[src/rtl/marquee_pkg.sv]
// marquee_pkg: shared types and defaults for the marquee operator front-end.
//   state_e       - operator mode (ST_EDIT / ST_RUN)
//   DIGIT_W_DEF   - default bits per displayed digit
//   INIT_SEQ_DEF  - default sequence loaded at reset
//   digits()      - number of digits in an n-bit sequence
package marquee_pkg;

   typedef enum logic {ST_EDIT, ST_RUN} state_e;

   localparam int unsigned DIGIT_W_DEF  = 4;
   localparam logic [31:0] INIT_SEQ_DEF = 32'h0123_4567;

   function automatic int unsigned digits(input int unsigned n, input int unsigned w);
      return n / w;
   endfunction

endpackage

[src/rtl/btn_debounce.sv]
// btn_debounce: 2-flop synchronizer, debounce counter and press pulse for one raw button.
//   clk    - clock
//   rst_n  - asynchronous active-low reset
//   btn    - raw, asynchronous button level
//   press  - registered one-cycle pulse on each accepted 0->1 transition
module btn_debounce #(
   parameter int unsigned DB_CYCLES = 1_000_000
) (
   input  logic clk,
   input  logic rst_n,
   input  logic btn,
   output logic press
);

   // Counter only needs to reach DB_CYCLES-1; the flip happens on the next differing cycle.
   localparam int unsigned CNT_W = (DB_CYCLES > 1) ? $clog2(DB_CYCLES) : 1;

   logic [1:0]       sync_q;
   logic             stable_q, stable_d;
   logic             stable_prev_q;
   logic [CNT_W-1:0] cnt_q, cnt_d;
   logic             press_q;

   always_comb begin
      stable_d = stable_q;
      cnt_d    = '0;
      if (sync_q[1] != stable_q) begin
         if (cnt_q == CNT_W'(DB_CYCLES - 1)) begin
            stable_d = ~stable_q;
         end else begin
            cnt_d = cnt_q + 1'b1;
         end
      end
   end

   always_ff @(posedge clk or negedge rst_n) begin
      if (!rst_n) begin
         sync_q        <= '0;
         stable_q      <= 1'b0;
         stable_prev_q <= 1'b0;
         cnt_q         <= '0;
         press_q       <= 1'b0;
      end else begin
         sync_q        <= {sync_q[0], btn};
         stable_q      <= stable_d;
         cnt_q         <= cnt_d;
         stable_prev_q <= stable_q;
         press_q       <= stable_q & ~stable_prev_q;
      end
   end

   assign press = press_q;

endmodule

[src/rtl/marquee_input.sv]
// marquee_input: operator front-end producing registered seq/enable/dir for the marquee display.
//   sys_clk    - clock
//   sys_rst_n  - asynchronous active-low reset
//   sw         - digit value to write (quasi-static)
//   btn_load   - raw button: write sw at cursor (EDIT only)
//   btn_run    - raw button: toggle EDIT/RUN
//   btn_dir    - raw button: toggle scroll direction
//   seq        - displayed sequence
//   enable     - scroll enable (RUN)
//   dir        - scroll direction, 1 = right
//   cursor     - digit index being edited
//   editing    - high in EDIT
// Build option: MARQUEE_INPUT_SHIFT_ENTRY_EN makes a load shift seq left one digit and insert sw
// at digit 0 instead of writing at the cursor.
module marquee_input
   import marquee_pkg::*;
#(
   parameter int unsigned N         = 32,
   parameter int unsigned DIGIT_W   = DIGIT_W_DEF,
   parameter int unsigned DB_CYCLES = 1_000_000,
   parameter logic [N-1:0] INIT_SEQ = INIT_SEQ_DEF
) (
   input  logic                          sys_clk,
   input  logic                          sys_rst_n,
   input  logic [DIGIT_W-1:0]            sw,
   input  logic                          btn_load,
   input  logic                          btn_run,
   input  logic                          btn_dir,
   output logic [N-1:0]                  seq,
   output logic                          enable,
   output logic                          dir,
   output logic [$clog2(N/DIGIT_W)-1:0]  cursor,
   output logic                          editing
);

   localparam int unsigned DIGITS = digits(N, DIGIT_W);
   localparam int unsigned CUR_W  = $clog2(DIGITS);

   logic load_p, run_p, dir_p;

   state_e           state_q, state_d;
   logic [N-1:0]     seq_q, seq_d;
   logic [CUR_W-1:0] cursor_q, cursor_d;
   logic             dir_q, dir_d;
   logic             enable_q, editing_q;

   btn_debounce #(.DB_CYCLES(DB_CYCLES)) u_db_load (
      .clk   (sys_clk),
      .rst_n (sys_rst_n),
      .btn   (btn_load),
      .press (load_p)
   );

   btn_debounce #(.DB_CYCLES(DB_CYCLES)) u_db_run (
      .clk   (sys_clk),
      .rst_n (sys_rst_n),
      .btn   (btn_run),
      .press (run_p)
   );

   btn_debounce #(.DB_CYCLES(DB_CYCLES)) u_db_dir (
      .clk   (sys_clk),
      .rst_n (sys_rst_n),
      .btn   (btn_dir),
      .press (dir_p)
   );

   always_comb begin
      state_d  = state_q;
      seq_d    = seq_q;
      cursor_d = cursor_q;
      dir_d    = dir_q ^ dir_p;
      unique case (state_q)
         ST_EDIT: begin
            if (load_p) begin
`ifdef MARQUEE_INPUT_SHIFT_ENTRY_EN
               seq_d = {seq_q[N-DIGIT_W-1:0], sw};
`else
               seq_d[int'(cursor_q) * DIGIT_W +: DIGIT_W] = sw;
               if (cursor_q == CUR_W'(DIGITS - 1)) begin
                  cursor_d = '0;
               end else begin
                  cursor_d = cursor_q + 1'b1;
               end
`endif
            end
            if (run_p) begin
               state_d = ST_RUN;
            end
         end
         ST_RUN: begin
            if (run_p) begin
               state_d = ST_EDIT;
            end
         end
         default: state_d = ST_EDIT;
      endcase
   end

   always_ff @(posedge sys_clk or negedge sys_rst_n) begin
      if (!sys_rst_n) begin
         state_q   <= ST_EDIT;
         seq_q     <= INIT_SEQ;
         cursor_q  <= '0;
         dir_q     <= 1'b0;
         enable_q  <= 1'b0;
         editing_q <= 1'b1;
      end else begin
         state_q   <= state_d;
         seq_q     <= seq_d;
         cursor_q  <= cursor_d;
         dir_q     <= dir_d;
         // Mode flags registered from next state so they track state_q exactly.
         enable_q  <= (state_d == ST_RUN);
         editing_q <= (state_d == ST_EDIT);
      end
   end

   assign seq     = seq_q;
   assign enable  = enable_q;
   assign dir     = dir_q;
   assign cursor  = cursor_q;
   assign editing = editing_q;

endmodule

[config.mk]
export PLATFORM = sky130hd
export DESIGN_NAME = marquee_input
export DESIGN_NICKNAME = d
export VERILOG_FILES = /design/src/rtl/marquee_pkg.sv /design/src/rtl/btn_debounce.sv /design/src/rtl/marquee_input.sv
export SDC_FILE = /design/constraint.sdc
export NUM_CORES = 1
export LEC_CHECK = 0
export CORE_ASPECT_RATIO = 0.7
export CORE_UTILIZATION = 55
export DETAILED_ROUTE_END_ITERATION = 10
export PLACE_DENSITY_LB_ADDON = 0.12
export SETUP_SLACK_MARGIN = 0.5
export SLEW_MARGIN = 20
export SYNTH_ARGS = -nofsm -noshare
export SYNTH_HDL_FRONTEND = slang
export SYNTH_SLANG_ARGS = --single-unit
export TNS_END_PERCENT = 50
[constraint.sdc]
create_clock -name sys_clk -period 5.7 [get_ports sys_clk]
set_clock_uncertainty 0.2 [all_clocks]
set_input_delay 1.14 -clock sys_clk [delete_from_list [all_inputs] [get_ports sys_clk]]
set_output_delay 1.14 -clock sys_clk [all_outputs]
set_load 0.01 [all_outputs]
# Word-level counts from Yosys, hierarchy flattened
# Index checks and enable logic that the tools add are counted.
[word_totals]
register_bits = 113
elab_cells = 61
[op_classes]
n_addsub = 5
eq_ne = 7
n_shift = 2
muxes = 11
bitwise_logic = 12
n_reduce_logical = 4
[op_table]
columns = ["op", "count"]
rows = [
  ["$mux 20", 6],
  ["$add 20x1->20 const B", 3],
  ["$eq 20x20->1 const B", 3],
  ["$neg 5->34", 1],
  ["$shift 4x34->32 const A", 1],
  ["$shiftx 4x34->32", 1],
  ["$bwmux 32", 1],
  ["$not 1->1", 8],
  ["$reduce_and 2->1", 4],
  ["$add 3x1->3 const B", 1],
  ["$and 1x1->1", 3],
  ["$eq 3x3->1 const B", 1],
  ["$mux 3", 1],
  ["$ne 1x1->1", 3],
  ["$mux 1", 2],
  ["$pmux 1 s2", 1],
  ["$xor 1x1->1", 1],
]

# Logic depth before layout (Yosys ltp)
[logic_depth]
word_depth = 3
depth_mapped = 8

# Cells and area by module
# Synthesis repeated with hierarchy kept, for this count alone.
[hier_totals]
hier_cells = 465
area_unflattened_um2 = 5316.3
[by_module_without_submodules]
columns = ["module", "instances", "cells_per_inst", "area_each_um2", "seq_area_each_um2"]
rows = [
  ["btn_debounce (u_db_dir ...)", 2, 109, 1171.1, 625.6],
  ["marquee_input", 1, 136, 1808.0, 967.2],
  ["btn_debounce (u_db_run)", 1, 111, 1166.1, 625.6],
]

# Worst setup path after synthesis
# No wires, ideal clock.
[synth_timing]
path_kind = "flip-flop to flip-flop"
start = "register cursor_q[0] (netlist: cursor[0])"
end = "register seq_q[18] (netlist: seq[18])"
setup_ns = 0.125
arrival_ns = 2.247
t_required_ns = 5.375
setup_slack_ns = 3.128
path_stages_with_launch = 8
cell_sequence = "dfrtp_1 > clkbuf_1 > inv_1 > ha_1 > ha_1 > o311ai_0 > nor4b_2 > mux2_2"
[synth_via]
elab_chain_len = 3
word_cells_on_any_way = 4
[synth_rtl]
columns = ["element", "line_no", "text"]
rows = [
  ["from (decl)", "marquee_input.sv:43", "logic [CUR_W-1:0] cursor_q, cursor_d;"],
  ["from (signal assigned)", "marquee_input.sv:111", "cursor_q <= cursor_d;"],
  ["$neg 5->34 *", "marquee_input.sv:79", "seq_d[int'(cursor_q) * DIGIT_W +: DIGIT_W] = sw;"],
  ["$shiftx 4x34->32 / $shift 4x34->32 (equally long branches)", "marquee_input.sv:79", ""],
  ["$bwmux 32 *", "marquee_input.sv:79", ""],
  ["to (signal assigned)", "marquee_input.sv:110", "seq_q <= seq_d;"],
  ["to (decl)", "marquee_input.sv:42", "logic [N-1:0] seq_q, seq_d;"],
]
# Every way passes the cells marked *; elsewhere a longest branch is shown, timed or not.
# A chain may end at the register's enable or synchronous reset.

# Worst setup path after layout
[layout_timing]
start = "register cursor_q[0] (netlist: cursor[0])"
end = "output cursor[0]"
[layout_rtl]
columns = ["element", "line_no", "text"]
rows = [
  ["to (decl)", "marquee_input.sv:32", "output logic [$clog2(N/DIGIT_W)-1:0] cursor,"],
]
# No word-level cell between the ends.

==> results.json <==
{
  "timing.rr.start": "cursor[0]",
  "synth_fp_nets": 483,
  "r2r_setup_slack_ns": 2.94,
  "wirelength_mm": 9.92,
  "dp_hpwl_mm": 6.78,
  "yosys.area.top_type": "dfrtp_1",
  "grt_pass1_vias": 3435,
  "setup_tns_ns": 0,
  "path_depth": 1,
  "grt_max_degree": 75,
  "whs_ns": 0.144,
  "reg2reg_depth": 6,
  "viasPerCell": 5.51,
  "synth_edf_count": 0,
  "clock_path_buffers": 2,
  "reg2reg_to": "seq[18]",
  "diodes": 0,
  "synthCells": 466,
  "endpoint": "cursor[0]",
  "start_util_pct": 56.7,
  "synth.top_cells.by_area": "dfrtp_1 49%, mux2_2 7.3%, dfstp_2 6.7%",
  "final_max_slew_viol_count": 0,
  "synth_xor_area_share_pct": 6.33,
  "yosys-mux-area-fraction_pct": 7.70,
  "cts_tree": "done",
  "die_y_um": 82.7,
  "dieArea_sq_um": 9710,
  "final_cell_mix": "100 x dfrtp_1, 48 x nor2_1, 45 x clkdlybuf4s50_1",
  "maxCapViolCount": 0,
  "ant_nets": 0,
  "drt_iter0_markers": 163,
  "synth_top_area_share_pct": 48.9,
  "rsz0062_at_grt": "no",
  "seq_area_sq_um": 2840,
  "core_sq_um": 9030,
  "hold_viol": 0,
  "hold_depth": 0,
  "multi_input_area_sq_um": 2150,
  "final-setup-viol-count": 0,
  "grt_pass1_wl_mm": 16.7,
  "die-width_um": 117,
  "synth_top_family_by_area": "simple AND/OR/NAND/NOR gates",
  "cp_max_fo": 16,
  "grt_antenna_before_repair": 0,
  "vdd_ir_drop_max_v": 0.000248,
  "tightest_slew_ns": 0.914,
  "path_class": "reg -> out",
  "clk_latency_ns": 0.41,
  "cp_top_family": "buffers and inverters",
  "grt_usage_pct": 22.5,
  "worst_path_max_delay_cell": "clkdlybuf4s50_1",
  "max-slew-margin-rel_pct": 39.1,
  "dp.cells": 625,
  "endpoint_kind": "primary output",
  "synthSimpleGateAreaFrac_pct": 20.2,
  "fp-row-count": 29,
  "cts.sinks": 113,
  "globalplace.congestion": 0.819,
  "crit_chain": "clkdlybuf4s50_1",
  "fill_cells": 648,
  "synth_compound_area_share_pct": 5.69,
  "area_growth_syn_to_layout_pct": 23.1,
  "critPathLaunch": "cursor[0]",
  "yosysWarnings": 0,
  "synthArstFlopShare_pct": 100,
  "post-route-period-util_pct": 52.4,
  "power_per_cell_area_nw_per_um2": 305,
  "fin_nets": 537,
  "placed_area_sq_um": 5710,
  "cp_slowest_stage_delay_ns": 0.64,
  "cp_data_required_time_ns": 4.36,
  "ys_types": 43,
  "final-instance-count-excl-fill": 657,
  "cts_inserted_buffers": 17,
  "drive_above_1_share_pct": 17.4,
  "ctsResizeCount": 0,
  "cp_num_buf_inv": 1,
  "synth_ff_type": "dfrtp_1",
  "ys_seq_area_share_pct": 55.5,
  "yosys.area_share.adder_pct": 1.96,
  "firstDrtPassIters": 5,
  "post-route-drc-count": 0,
  "worst_setup_path_start_kind": "flip-flop",
  "wl_per_cell_um": 15.1,
  "leakagePower_uw": 0.00263,
  "clk_pin_slew_ns": 0.05,
  "ctsRootBufferMaster": "clkbuf_16",
  "io_buffers": 46,
  "final_common_cell": "dfrtp_1",
  "layout_min_cycle_time_ns": 2.99,
  "cts_setup_buffers": 0,
  "final_area_sq_um": 6300,
  "vias": 3620,
  "syn-cell-area_sq_um": 5120,
  "htree_levels": 4,
  "ys_seq_elements": 113,
  "overflow": 0,
  "io_pins": 47,
  "syn_area_per_cell_sq_um": 11.0,
  "hold_class": "reg -> reg",
  "cts-hold-fix-buffers": 0,
  "max_freq_ghz": 0.335,
  "status": "finished clean",
  "worstPathArrival_ns": 1.65
}
## state kept, by name, indices dropped and copies added, names as in the netlist
signal	count
u_db_dir.stable_q	1
u_db_run.stable_prev_q	1
cursor	3
u_db_dir.press	1
u_db_dir.sync_q	2
u_db_run.cnt_q	20
u_db_run.sync_q	2
enable	1
u_db_run.press	1
u_db_load.stable_q	1
dir	1
seq	32
u_db_load.stable_prev_q	1
u_db_run.stable_q	1
editing	1
u_db_load.press	1
u_db_load.cnt_q	20
u_db_dir.stable_prev_q	1
u_db_dir.cnt_q	20
u_db_load.sync_q	2
## final cells by class
| class | instances | share of cell area [%] |
|---|---|---|
| Inverter | 19 | 1.13 |
| Clock buffer | 21 | 7.30 |
| Sequential cell | 113 | 45.1 |
| Clock inverter | 11 | 2.16 |
| Multi-Input combinational cell | 319 | 34.1 |
| Timing Repair Buffer | 50 | 7.74 |
| Tap cell | 124 | 2.46 |
## how the worst min path moves through the flow
| stage | from | end |
|---|---|---|
| 2_1_floorplan | u_db_dir.sync_q[0] | u_db_dir.sync_q[1] |
| 3_3_place_gp | u_db_load.sync_q[0] | u_db_load.sync_q[1] |
| 3_5_place_dp | u_db_load.sync_q[0] | u_db_load.sync_q[1] |
| 4_1_cts | u_db_load.sync_q[0] | u_db_load.sync_q[1] |
| 5_1_grt | u_db_load.sync_q[0] | u_db_load.sync_q[1] |
| 6_report | u_db_load.sync_q[0] | u_db_load.sync_q[1] |
## Yosys cell counts, types with 3 or more instances
library cell and n:
ha_1 8, nand3_1 26, o31ai_1 9, nor3_1 13, nor2_1 48, and2_1 10
dfstp_2 13, mux2_2 33, nor4_1 7, or4_1 12, inv_1 19, nand2_1 21
xnor2_1 21, dfrtp_1 100, xor2_1 16, a21oi_1 20, nor2b_1 7, nand2b_1 3
clkbuf_1 11, o21ai_0 15, or3_1 10, and3_1 3, buf_2 4, nand4_1 13
## metrics by stage
step	total power [uW]	utilization [%]	setup WS (ns)
after CTS	1940	69.8	2.71
after global routing	1990	69.8	2.65
after global placement	882	63.2	3.09
after detailed placement	883	63.2	2.97
after floorplan	851	-	3.13
final	1920	69.8	2.71
## logic make-up after synthesis
| family | count (synthesis) |
|---|---|
| adders and majority gates | 8 |
| DFF | 113 |
| AOI/OAI and AO/OA | 50 |
| and+or+nand+nor | 189 |
| buffers and inverters | 34 |
| xor gates and xnor gates | 37 |
| muxes | 35 |
## report_power, final
group / switching [uW] / internal (uW)
logic: 30.6 / 15.9
clock network: 349 / 705
registers: 8.64 / 814
## metal layers
layer	up-vias	share of wire, %	global-route usage [%]
li1	1759	-	-
met1	1787	51	30.9
met2	66	45	34.4
met3	8	3.3	6.25
met4	0	0.85	8.18
met5	-	0	0
No activity file was read; power rests on OpenSTA's default activity.
